$ cat config.mk
export PLATFORM = sky130hd
export DESIGN_NAME = uart_tx_fifo
export DESIGN_NICKNAME = d
export VERILOG_FILES = /design/src/rtl/uart_tx_fifo.sv
export SDC_FILE = /design/constraint.sdc
export NUM_CORES = 1
export LEC_CHECK = 0
export ABC_AREA = 0
export CAP_MARGIN = 10
export CORE_ASPECT_RATIO = 0.7
export CORE_MARGIN = 2
export CORE_UTILIZATION = 59
export DETAILED_ROUTE_END_ITERATION = 8
export GPL_ROUTABILITY_DRIVEN = 0
export PLACE_DENSITY = 0.84
export RECOVER_POWER = 25
export SYNTH_ARGS = -nofsm -noshare
export SYNTH_HDL_FRONTEND = slang
export SYNTH_SLANG_ARGS = --single-unit
$ cat constraint.sdc
create_clock -name clk -period 3.7 [get_ports clk]
set_input_delay 0.74 -clock clk [delete_from_list [all_inputs] [get_ports clk]]
set_output_delay 0.74 -clock clk [all_outputs]
set_load 0.01 [all_outputs]
$ cat src/rtl/uart_tx_fifo.sv
// rtl/uart_tx_fifo.sv - transmit FIFO and start/data launcher for the UART transmitter
//
// Bytes pushed from the bus side are queued in a circular buffer and handed
// one at a time to the transmitter, which holds tx_data/tx_start stable until
// the byte has been accepted (tx_busy) and completed (tx_done).
//
// Ports:
//   clk, rst          clock, synchronous active-high reset
//   wr_en, wr_data    push interface
//   full, empty       FIFO status (count == DEPTH / count == 0)
//   count             entries stored, 0..DEPTH
//   overflow, clr_ovf sticky dropped-push flag and its clear
//   tx_data, tx_start registered byte and start request to the transmitter
//   tx_busy, tx_done  transmitter status / stop-bit-complete pulse
//   idle              FIFO empty and launcher idle
module uart_tx_fifo #(
    parameter int DEPTH  = 16,
    parameter int ADDR_W = $clog2(DEPTH)
) (
    input  logic              clk,
    input  logic              rst,
    input  logic              wr_en,
    input  logic [7:0]        wr_data,
    output logic              full,
    output logic              empty,
    output logic [ADDR_W:0]   count,
    output logic              overflow,
    input  logic              clr_ovf,
    output logic [7:0]        tx_data,
    output logic              tx_start,
    input  logic              tx_busy,
    input  logic              tx_done,
    output logic              idle
);

    typedef enum logic [1:0] {
        IDLE = 2'd0,
        REQ  = 2'd1,
        WAIT = 2'd2
    } state_t;

    localparam logic [ADDR_W:0] FULL_COUNT = (ADDR_W + 1)'(DEPTH);

    state_t            state;
    state_t            next_state;
    logic [7:0]        mem [DEPTH];
    logic [ADDR_W-1:0] wr_ptr;
    logic [ADDR_W-1:0] rd_ptr;
    logic              push;
    logic              drop;
    logic              pop;
    logic              tx_start_d;

    assign full  = (count == FULL_COUNT);
    assign empty = (count == '0);
    assign idle  = empty && (state == IDLE);

    // full is taken from the registered count, so a push to a full FIFO is
    // dropped even when a pop frees a slot in the same cycle.
    assign push = wr_en && !full;
    assign drop = wr_en && full;

    always_comb begin
        next_state = state;
        pop        = 1'b0;
        tx_start_d = 1'b0;
        case (state)
            IDLE: begin
                if (!empty) begin
                    pop        = 1'b1;
                    tx_start_d = 1'b1;
                    next_state = REQ;
                end
            end
            REQ: begin
                // The transmitter may take up to a bit period to notice start,
                // so the request is held until it reports busy.
                if (tx_busy) begin
                    next_state = WAIT;
                end else begin
                    tx_start_d = 1'b1;
                end
            end
            WAIT: begin
                if (tx_done) begin
                    next_state = IDLE;
                end
            end
            default: begin
                next_state = IDLE;
            end
        endcase
    end

    always_ff @(posedge clk) begin
        if (rst) begin
            state    <= IDLE;
            wr_ptr   <= '0;
            rd_ptr   <= '0;
            count    <= '0;
            overflow <= 1'b0;
            tx_start <= 1'b0;
            tx_data  <= 8'h00;
        end else begin
            state    <= next_state;
            tx_start <= tx_start_d;
            if (push) begin
                wr_ptr <= wr_ptr + 1'b1;
            end
            // tx_data only ever changes here, so it stays put through WAIT
            // while the transmitter samples data bits live.
            if (pop) begin
                tx_data <= mem[rd_ptr];
                rd_ptr  <= rd_ptr + 1'b1;
            end
            case ({push, pop})
                2'b10:   count <= count + 1'b1;
                2'b01:   count <= count - 1'b1;
                default: count <= count;
            endcase
            // A dropped push wins over a simultaneous clear.
            if (drop) begin
                overflow <= 1'b1;
            end else if (clr_ovf) begin
                overflow <= 1'b0;
            end
        end
    end

    always_ff @(posedge clk) begin
        if (push && !rst) begin
            mem[wr_ptr] <= wr_data;
        end
    end

endmodule

==> run metrics <==
Setup Fix Bufs, Post-CTS 0; sw frac between 20% and 30%; Hold Violations, Final 0; FP Rows 31; first-pass GRT wire length between 15000 and 20000 um; crit path kind in2reg; Final ANT Viol Nets 0; antenna fix cells 0; Comb pwr share 22.9%; Setup violations, final 0; post-synthesis register bit count approximately 150; Unique masters post-synth between 40 and 50; R2R setup slack 0.98 ns; input/output buffers 31; max cap viols 0; sequential power share a little over two fifths; Pint 3469 uW; total number of vias approximately 3400; final net count about 440; WHS Path Cells 2; post-DR wirelength/cell ~22 um; Total GRT Usage between 20% and 30%; R2R cell count 10; antenna violations before repair 0; Rel. slew slack 44.13%; total clock buffers created by CTS 17; Avg Synthesized Cell Area 16.08 um^2; vias in the first global route 3266; P_leak 0.002316 uW; Clock Root Buffer clkbuf_16; Worst Min Path Start tx_data[7]; Async S/R FF share, synth 0%; crit path launch wr_en; Worst-Margin Slew 0.8349 ns; TritonCTS clock tree yes; # hold bufs at CTS 0; post-CTS resize count 0; setup total negative slack 0 ns; Worst VDD drop around 0.00045 V; period utilization roughly four fifths; unrepaired setup endpoints after global routing false; crit start category primary input; Chip Width about 130 um; core box area 10240 um^2; crit-path max FO 8; Synth Warn # 0; clock slew at reported path FFs around 0.06 ns; Hold Path Class reg2reg; P&R area growth vs syn 16.21%; Post-route DRC 0; Slew Limit Fails 0; Worst EP required approximately 4.0 ns; Power Density ~680 nW/um^2; HPWL after DPL approximately 7800 um; H-tree depth 4; grt met2 use between 30% and 40%; clk buf depth 2; Post-Route WL around 12000 um; overall power between 4000 and 5000 uW; iteration count of the initial detailed-routing pass 5; top_reg_cell synth edfxtp_1; clock latency on the worst-skew pair between 0.4 and 0.5 ns; syn_nets approximately 400; largest net degree at the start of global routing just under 50; GR Util met3 under 10%; CP Capture Type register; Fin Clk Skew 0.008622 ns; Worst R2R End count[4]; global route hottest layer met2; sequential area share after synthesis approximately 71%; num ports 32; gr ovfl total 0; clk sinks approximately 150; status finished, final reports clean; P_sw 1371 uW; ratio of cells with drive above 1 in the final layout between 10 and 15%; vias per inst ~6.1; Iter 0 DRT Violations about 390; Fillers roughly 650; Starting Density approximately three fifths; die area between 10000 and 15000 um^2; Peak Freq between 300 and 400 MHz; die height 89.49 um; Clock power frac between 30 and 40%; Mapped Cells 383; met1 Usage GRT between 30% and 40%; Post-synth EDFFs 128; Hold EP tx_data[7]; Syn Std Cell Area 6160 um^2; arrival time of the worst setup path 3.23 ns; worst r2r src count[0]; fin crit period ~2.9 ns
-- state kept, by name, summed over array words and instances, names as in the netlist --
signal    cells
rd_ptr        4
count         5
overflow      1
tx_start      1
wr_ptr        4
mem         128
state         2
tx_data       8
-- critical path: stages --
cell	delay [ns]
clkdlybuf4s50_1	0.56
a21boi_1	0.26
inv_1	0.10
ha_1	0.31
xor2_1	0.18
ha_1	0.19
a21oi_1	0.24
a32oi_1	0.14
a31oi_1	0.16
mux2_2	0.35
-- power by group through the flow --
stage | Clock (uW) | Combinational (uW) | Sequential (uW)
after global placement | 0 | 1070 | 2120
after floorplan | 0 | 766 | 2090
after detailed placement | 0 | 1100 | 2120
after global routing | 1730 | 1220 | 2100
after CTS | 1660 | 1110 | 2090
final | 1640 | 1110 | 2090
-- cell usage after synthesis, types with 4 or more instances --
| library cell | count | share of area, % |
|---|---|---|
| a21oi_1 | 4 | 0.33 |
| a22oi_1 | 9 | 1.1 |
| a311oi_1 | 8 | 1.1 |
| buf_2 | 11 | 0.89 |
| clkbuf_1 | 6 | 0.37 |
| dfxtp_1 | 25 | 8.1 |
| edfxtp_1 | 128 | 62 |
| ha_1 | 8 | 1.6 |
| inv_1 | 5 | 0.30 |
| mux2i_1 | 35 | 5.7 |
| mux4_2 | 16 | 5.9 |
| nand2_1 | 5 | 0.30 |
| nor2_1 | 55 | 3.4 |
| nor2b_1 | 4 | 0.41 |
| o22ai_1 | 17 | 1.7 |
| xor2_1 | 7 | 1.0 |
-- how the worst max path moves through the flow --
stage,to,cells after the start
global placement,count[4],10
CTS,full,3
finish,count[4],10
detailed placement,count[4],10
global route,count[4],10
floorplan,count[4],10
-- per-stage QoR --
step / cells / hold WS, ns / util, % / worst slack, ns / instance area, um^2
global route: 565 / 0.5269 / 69.90 / 0.6181 / 7158
floorplan: 383 / 0.5007 / - / 0.8554 / 6160
global placement: 533 / 0.4872 / 64.35 / 0.4649 / 6589
finish: 565 / 0.5057 / 69.90 / 0.7855 / 7158
CTS: 565 / 0.5057 / 69.90 / 0.7799 / 7158
detailed placement: 533 / 0.4945 / 64.35 / 0.3862 / 6589
-- placed cells by master, fill, tap and decap left out, types with 2 or more instances in the layout --
cell type          n
o311a_1            2
clkbuf_16         18
edfxtp_1         128
mux2_2             2
a311oi_1           8
clkbuf_1           2
o22ai_1           17
a31oi_1            2
dlygate4sd3_1      5
xor2_1             7
clkinv_4           4
mux2i_1           35
nand2_1            5
a22oi_1            9
o211ai_1           3
nor2_1            55
xnor2_1            3
nor2b_1            4
mux4_2            16
inv_1              5
ha_1               8
nand3b_1           3
dfxtp_1           24
clkdlybuf4s50_1   26
a21oi_1            4
or3_1              3
buf_4              9
and3_1             3
clkinv_2           5
-- layer usage --
layer	routed length, um	vias to the layer above
met5	0	-
li1	-	1568
met3	1195	15
met4	175	0
met2	5688	146
met1	5287	1690
-- cells by family (layout without fill, tap and decap cells) --
family | after synthesis | after routing | share of synthesized area (%)
XOR/XNOR | 10 | 10 | 1.422
AND/OR/NAND/NOR | 81 | 81 | 6.175
buffers and inverters | 27 | 77 | 2.173
multiplexers | 53 | 53 | 11.90
adder cells (fa/ha/maj) | 8 | 8 | 1.625
flip-flops | 153 | 153 | 70.53
AO/OA/AOI/OAI | 51 | 51 | 6.175
-- cell type report --
type | instances | area [um^2] | area share, %
tap | 132 | 165.2 | 2.307
inverter | 5 | 18.77 | 0.2622
clock inverter | 11 | 97.59 | 1.363
sequential | 153 | 4345 | 60.71
timing repair buffer | 40 | 377.9 | 5.279
clock buffer | 21 | 471.7 | 6.590
multi-input combinational | 203 | 1682 | 23.49
Note: power is estimated with default switching activity, not from simulation.
